`src/rtl/multicycle_ctrl.sv`:
```
// multicycle_ctrl: multi-cycle MIPS-subset control FSM; sequences each instruction
// and issues datapath strobes, with memory-ready wait timeout and illegal-opcode trap.
module multicycle_ctrl #(
    parameter int ALU_OP_W = 3,
    parameter int TIMEOUT  = 15
) (
    input  logic                clk_i,
    input  logic                rst_i,
    input  logic [5:0]          instr_op_i,
    input  logic [5:0]          instr_funct_i,
    input  logic                mem_ready_i,
    input  logic                zero_i,
    output logic                pc_write_o,
    output logic                ir_write_o,
    output logic                mem_read_o,
    output logic                mem_write_o,
    output logic                iord_o,
    output logic                reg_write_o,
    output logic                reg_dst_o,
    output logic                mem_to_reg_o,
    output logic                jal_o,
    output logic                alu_src_a_o,
    output logic [1:0]          alu_src_b_o,
    output logic [ALU_OP_W-1:0] alu_op_o,
    output logic [1:0]          pc_src_o,
    output logic [3:0]          state_o,
    output logic                instr_done_o,
    output logic                error_o
);
    typedef enum logic [3:0] {
        S_FETCH    = 4'd0,
        S_DECODE   = 4'd1,
        S_EXEC_R   = 4'd2,
        S_EXEC_I   = 4'd3,
        S_MEM_ADDR = 4'd4,
        S_MEM_RD   = 4'd5,
        S_MEM_WR   = 4'd6,
        S_WB_ALU   = 4'd7,
        S_WB_MEM   = 4'd8,
        S_BRANCH   = 4'd9,
        S_JUMP     = 4'd10,
        S_ERROR    = 4'd15
    } state_e;

    localparam logic [5:0] OP_R    = 6'b000000;
    localparam logic [5:0] OP_J    = 6'b000010;
    localparam logic [5:0] OP_JAL  = 6'b000011;
    localparam logic [5:0] OP_BEQ  = 6'b000100;
    localparam logic [5:0] OP_ADDI = 6'b001000;
    localparam logic [5:0] OP_SLTI = 6'b001010;
    localparam logic [5:0] OP_LW   = 6'b100011;
    localparam logic [5:0] OP_SW   = 6'b101011;
    localparam logic [5:0] FN_JR   = 6'b001000;

    localparam int CW = (TIMEOUT < 1) ? 1 : $clog2(TIMEOUT + 1);

    state_e        state_q, state_d, dec_next;
    logic [CW-1:0] cnt_q, cnt_d;
    logic          in_wait, timed_out, is_nop, is_jr;
    logic [2:0]    aop;

    assign is_nop    = (instr_op_i == OP_R) && (instr_funct_i == 6'd0);
    assign is_jr     = (instr_op_i == OP_R) && (instr_funct_i == FN_JR);
    assign in_wait   = (state_q == S_FETCH) || (state_q == S_MEM_RD) || (state_q == S_MEM_WR);
    // ready in the same cycle as the last allowed wait index still wins
    assign timed_out = (TIMEOUT != 0) && in_wait && !mem_ready_i && (cnt_q == CW'(TIMEOUT));

    always_comb begin
        dec_next = S_ERROR;
        case (instr_op_i)
            OP_R:             dec_next = is_nop ? S_FETCH : is_jr ? S_JUMP : S_EXEC_R;
            OP_ADDI, OP_SLTI: dec_next = S_EXEC_I;
            OP_LW, OP_SW:     dec_next = S_MEM_ADDR;
            OP_BEQ:           dec_next = S_BRANCH;
            OP_J, OP_JAL:     dec_next = S_JUMP;
            default:          dec_next = S_ERROR;
        endcase
    end

    always_comb begin
        state_d = state_q;
        case (state_q)
            S_FETCH:    state_d = mem_ready_i ? S_DECODE : S_FETCH;
            S_DECODE:   state_d = dec_next;
            S_EXEC_R:   state_d = S_WB_ALU;
            S_EXEC_I:   state_d = S_WB_ALU;
            S_MEM_ADDR: state_d = (instr_op_i == OP_SW) ? S_MEM_WR : S_MEM_RD;
            S_MEM_RD:   state_d = mem_ready_i ? S_WB_MEM : S_MEM_RD;
            S_MEM_WR:   state_d = mem_ready_i ? S_FETCH : S_MEM_WR;
            S_WB_ALU:   state_d = S_FETCH;
            S_WB_MEM:   state_d = S_FETCH;
            S_BRANCH:   state_d = S_FETCH;
            S_JUMP:     state_d = S_FETCH;
            S_ERROR:    state_d = S_ERROR;
            default:    state_d = S_ERROR;
        endcase
        if (timed_out)
            state_d = S_ERROR;
    end

    assign cnt_d = (state_d != state_q) ? '0 :
                   (in_wait && !mem_ready_i) ? cnt_q + 1'b1 : cnt_q;

    always_ff @(posedge clk_i) begin
        if (rst_i) begin
            state_q <= S_FETCH;
            cnt_q   <= '0;
        end else begin
            state_q <= state_d;
            cnt_q   <= cnt_d;
        end
    end

    always_comb begin
        pc_write_o   = 1'b0;
        ir_write_o   = 1'b0;
        mem_read_o   = 1'b0;
        mem_write_o  = 1'b0;
        iord_o       = 1'b0;
        reg_write_o  = 1'b0;
        reg_dst_o    = 1'b0;
        mem_to_reg_o = 1'b0;
        jal_o        = 1'b0;
        alu_src_a_o  = 1'b0;
        alu_src_b_o  = 2'b00;
        aop          = 3'b000;
        pc_src_o     = 2'b00;
        instr_done_o = 1'b0;
        error_o      = 1'b0;
        if (!rst_i) begin
            case (state_q)
                S_FETCH: begin
                    mem_read_o  = 1'b1;
                    alu_src_b_o = 2'b01;
                    aop         = 3'b011;
                    ir_write_o  = mem_ready_i;
                    pc_write_o  = mem_ready_i;
                end
                S_DECODE: begin
                    alu_src_b_o  = 2'b11;
                    aop          = 3'b011;
                    instr_done_o = is_nop;
                end
                S_EXEC_R: alu_src_a_o = 1'b1;
                S_EXEC_I: begin
                    alu_src_a_o = 1'b1;
                    alu_src_b_o = 2'b10;
                    aop         = (instr_op_i == OP_SLTI) ? 3'b010 : 3'b001;
                end
                S_MEM_ADDR: begin
                    alu_src_a_o = 1'b1;
                    alu_src_b_o = 2'b10;
                    aop         = (instr_op_i == OP_SW) ? 3'b101 : 3'b011;
                end
                S_MEM_RD: begin
                    mem_read_o = 1'b1;
                    iord_o     = 1'b1;
                end
                S_MEM_WR: begin
                    mem_write_o  = 1'b1;
                    iord_o       = 1'b1;
                    instr_done_o = mem_ready_i;
                end
                S_WB_ALU: begin
                    reg_write_o  = 1'b1;
                    reg_dst_o    = (instr_op_i == OP_R);
                    instr_done_o = 1'b1;
                end
                S_WB_MEM: begin
                    reg_write_o  = 1'b1;
                    mem_to_reg_o = 1'b1;
                    instr_done_o = 1'b1;
                end
                S_BRANCH: begin
                    alu_src_a_o  = 1'b1;
                    aop          = 3'b100;
                    pc_src_o     = 2'b01;
                    pc_write_o   = zero_i;
                    instr_done_o = 1'b1;
                end
                S_JUMP: begin
                    pc_write_o   = 1'b1;
                    pc_src_o     = is_jr ? 2'b11 : 2'b10;
                    reg_write_o  = (instr_op_i == OP_JAL);
                    jal_o        = (instr_op_i == OP_JAL);
                    instr_done_o = 1'b1;
                end
                S_ERROR: error_o = 1'b1;
                default: error_o = 1'b0;
            endcase
        end
    end

    assign alu_op_o = ALU_OP_W'(aop);
    assign state_o  = rst_i ? 4'd0 : state_q;
endmodule

```
`config.mk`:
```
export PLATFORM = sky130hd
export DESIGN_NAME = multicycle_ctrl
export DESIGN_NICKNAME = d
export VERILOG_FILES = /design/src/rtl/multicycle_ctrl.sv
export SDC_FILE = /design/constraint.sdc
export NUM_CORES = 1
export LEC_CHECK = 0
export CORE_UTILIZATION = 35
export DETAILED_ROUTE_END_ITERATION = 16
export GPL_TIMING_DRIVEN = 0
export MAX_ROUTING_LAYER = met4
export PLACE_DENSITY = 0.62
export SLEW_MARGIN = 30
export SYNTH_ARGS = -nofsm -noshare
export SYNTH_HDL_FRONTEND = slang
export SYNTH_SLANG_ARGS = --single-unit
```
`constraint.sdc`:
```
create_clock -name clk_i -period 4.5 [get_ports clk_i]
set_input_delay 0.9 -clock clk_i [delete_from_list [all_inputs] [get_ports clk_i]]
set_output_delay 0.9 -clock clk_i [all_outputs]
set_load 0.1 [all_outputs]
```
==> out/results.ini <==
[run_status]
result_of_the_run = finished, violations left
failed_checks = DRC

[layout]
mostFrequentLayoutCell = sky130_fd_sc_hd__clkdlybuf4s50_1
layout-drive-gt1-share_pct = 12.3
antenna_cells_inserted = 0
areaGrowthSynthToFinish_pct = 44.5
nFillCells = 292
sequential_cell_area_um2 = 160
num-nets-final = 222
post-route-util_pct = 55.5
area_taken_by_multi_input_logic_gates_um2 = 910
final-instance-count-excl-fill = 234
final_cell_mix = sky130_fd_sc_hd__clkdlybuf4s50_1 (29), sky130_fd_sc_hd__nor2_1 (28), sky130_fd_sc_hd__nand2_1 (14)

[global_routing]
grt_overflow_total = 0
grt.total_usage_pct = 22.7
antenna_found_initial = 0
grt_start_max_net_pins = 11
grt_pass1_wl_mm = 5.84
first_global_vias = 1191

[critical_path]
crit_path_cell_trace = clkdlybuf4s50_1 -> nor3_1 -> nand4_1 -> a21boi_0 -> a2111oi_2 -> clkdlybuf4s50_1
cp.required_ns = 3.60
path_delay_family = buffers and inverters
worst-setup-path-type = input pin to output pin
crit_start = instr_op_i[2]
worst_r2r_path_cells = 6
largest_driver_fanout_on_the_critical_path = 5
crit_path_top_delay_cell = sky130_fd_sc_hd__clkdlybuf4s50_1
crit_path_max_incr_delay_ns = 1.00
sort_of_element_at_the_end_of_the_critical_path = output pin
worst-endpoint-arrival_ns = 3.45
path_buf_inv = 2
timing.critical_path.depth = 6
r2r-start = state_q[3]
start_kind = input pin
critical_path.most_common_cell = sky130_fd_sc_hd__clkdlybuf4s50_1

[die]
dieArea_um2 = 3360
start_util_pct = 38.4
die_height_um = 58.0
floorplan.core_area_um2 = 2850
top_level_ports = 39
rows = 19
die_boundary_width_um = 58.0

[yosys]
synthDominantAreaCellType = sky130_fd_sc_hd__dfxtp_1
syn_avg_cell_area_um2 = 6.72
mappedNetlistArea_um2 = 1100
netlist.area_leader.share_pct = 14.6
yosys_register_bits = 8
post_synth_edffs = 0
post_synth_inst_count = 163
cells_taking_the_most_area_after_synthesis = sky130_fd_sc_hd__dfxtp_1 (15%), sky130_fd_sc_hd__nor2_1 (9.6%), sky130_fd_sc_hd__nor4_1 (5.1%), sky130_fd_sc_hd__a2111oi_4 (5.0%), sky130_fd_sc_hd__nand2_1 (4.8%)
synth.yosys.warnings = 0
ys_async_sr_fraction_pct = 0
postSynthNetCount = 180
post_synth_num_cell_types = 46
synth_sequential_area_ratio_pct = 14.6
synth-main-ff-cell = sky130_fd_sc_hd__dfxtp_1

[run]
max_cap_violations = 0

[placement]
place.port_buffers = 37
gp_congestion = 0.860
post-place-cells = 231
hpwl_mm = 2.84
preCtsSetupSlack_ns = -0.260

[clock_network]
h-tree-depth = 1
insertion_delay_ns = 0.26
number_of_hold_repair_buffers_added_at_the_cts_stage = 0
cts_buffer_depth = 2
cts_setup_buffers = 0
cts_tree = built
cts-buffers-inserted = 3
clk_pin_slew_worst_paths_ns = 0.05
cts.root.buffer_cell = sky130_fd_sc_hd__clkbuf_4
clock_sinks = 8

[route]
post_drt_wl_per_cell_um = 15.5
drt_pre_antenna_iters = 10
vias_per_cell = 5.82
dr.first_iter.drc_count = 66
detailroute.via_count = 1361
routed_wirelength_mm = 3.63
remaining_drc_errors = 3
final_antenna_net_count = 0

[worst_hold_path]
hold_depth = 2
holdCritStartpoint = cnt_q[3]
timing.hold.worst.class = register to register

[timing]
final-max-slew-violation-count = 0
timing.final.crit_period_ns = 4.35
timing_worst_slew_pin_value_ns = 0.998
layout_worst_path_cycle_share_pct = 96.6
timing.clock.skew_ns = 0.000791
setup_slack_ns = 0.155
setup_viol = 0
grt_setup_unrepaired = false
hold_violations = 0
fmaxAchievable_mhz = 230
timing.slew.headroom_pct = 33.4

[pwr]
ir_worst_vdd_uv = 261
p_leak_nw = 0.625
power_per_cell_area_nw_per_um2 = 698

==> cells in the mapped netlist, types with 2 or more instances <==
library cell and count:
sky130_fd_sc_hd__or3_1 4, sky130_fd_sc_hd__a21oi_1 7, sky130_fd_sc_hd__a22o_1 2, sky130_fd_sc_hd__nor3_1 9, sky130_fd_sc_hd__o21ai_0 5, sky130_fd_sc_hd__nor4_1 9
sky130_fd_sc_hd__inv_1 6, sky130_fd_sc_hd__a211oi_1 5, sky130_fd_sc_hd__o21a_1 2, sky130_fd_sc_hd__a31oi_1 3, sky130_fd_sc_hd__xor2_1 2, sky130_fd_sc_hd__dfxtp_1 8
sky130_fd_sc_hd__nand2_1 14, sky130_fd_sc_hd__nand3b_1 2, sky130_fd_sc_hd__nand4_1 6, sky130_fd_sc_hd__nor2_1 28, sky130_fd_sc_hd__xnor2_1 4, sky130_fd_sc_hd__a21boi_0 2
sky130_fd_sc_hd__clkbuf_1 9, sky130_fd_sc_hd__nor2b_1 3, sky130_fd_sc_hd__a2111oi_4 2, sky130_fd_sc_hd__nand2b_1 5, sky130_fd_sc_hd__buf_2 2, sky130_fd_sc_hd__or3b_2 2
==> logic make-up (layout without fill, tap and decap cells) <==
group / after synthesis / in the layout / synth area share, %
AND/OR/NAND/NOR: 89 / 89 / 41.6
AO/OA/AOI/OAI: 39 / 39 / 28.9
buffers and inverters: 18 / 58 / 7.08
flip-flops: 8 / 8 / 14.6
XOR/XNOR: 6 / 6 / 4.79
multiplexers: 2 / 2 / 1.94
adder cells (fa/ha/maj): 1 / 1 / 1.14
==> per-layer routing <==
| metal | vias to the layer above | wire (um) | global-route usage [%] |
|---|---|---|---|
| met3 | 2 | 174 | 4.02 |
| met5 | - | 0 | - |
| met1 | 631 | 1720 | 31.8 |
| met4 | 0 | 26 | 2.38 |
| li1 | 680 | - | - |
| met2 | 48 | 1710 | 35.5 |
==> state kept, by name, summed over array words and instances (netlist names) <==
name and count:
cnt_q 4, state_q 4
==> area by class of cell <==
cell class | count | share of cell area (%)
Multi-Input combinational cell | 137 | 57.4
Sequential cell | 8 | 10.1
Inverter | 6 | 1.42
Clock buffer | 3 | 1.42
Buffer | 12 | 3.48
Timing Repair Buffer | 37 | 23.7
Tap cell | 31 | 2.45
==> stage by stage <==
step                      power [mW]  cell area [um2]  hold WS (ns)  TNS, ns
after floorplan                0.848             1150         0.515        0
after global placement          1.04             1560         0.534   -0.292
after detailed placement        1.05             1560         0.533   -0.310
after CTS                       1.10             1580         0.554        0
after global routing            1.17             1580         0.577        0
final                           1.11             1580         0.553        0
==> power breakdown <==
part / leakage [nW] / internal (mW) / total, mW / switching, mW
clock: 0.0138 / 0.0306 / 0.0564 / 0.0258
combinational: 0.546 / 0.276 / 0.947 / 0.671
sequential: 0.0653 / 0.0873 / 0.102 / 0.0151
total: 0.625 / 0.394 / 1.11 / 0.712
==> tightest hold or removal path: cells and delay by family (launching register included) <==
| family | cells | cell delay, ns |
|---|---|---|
| xor+xnor | 1 | 0.12 |
| flops | 1 | 0.34 |
| simple gates | 1 | 0.05 |
==> repair_timing <==
item                                    4_1_cts  5_1_grt
gates resized for setup                       2       10
endpoints found under the setup margin        2        8
hold endpoints to repair                      0        0
==> final timing paths <==
kind | to | slack, ns
setup / recovery | alu_op_o[0] | 0.15
hold / removal | cnt_q[3] | 0.55
setup reg to reg | cnt_q[3] | 2.23
hold reg to reg | cnt_q[3] | 0.55
No activity file was read; power rests on OpenSTA's default activity.
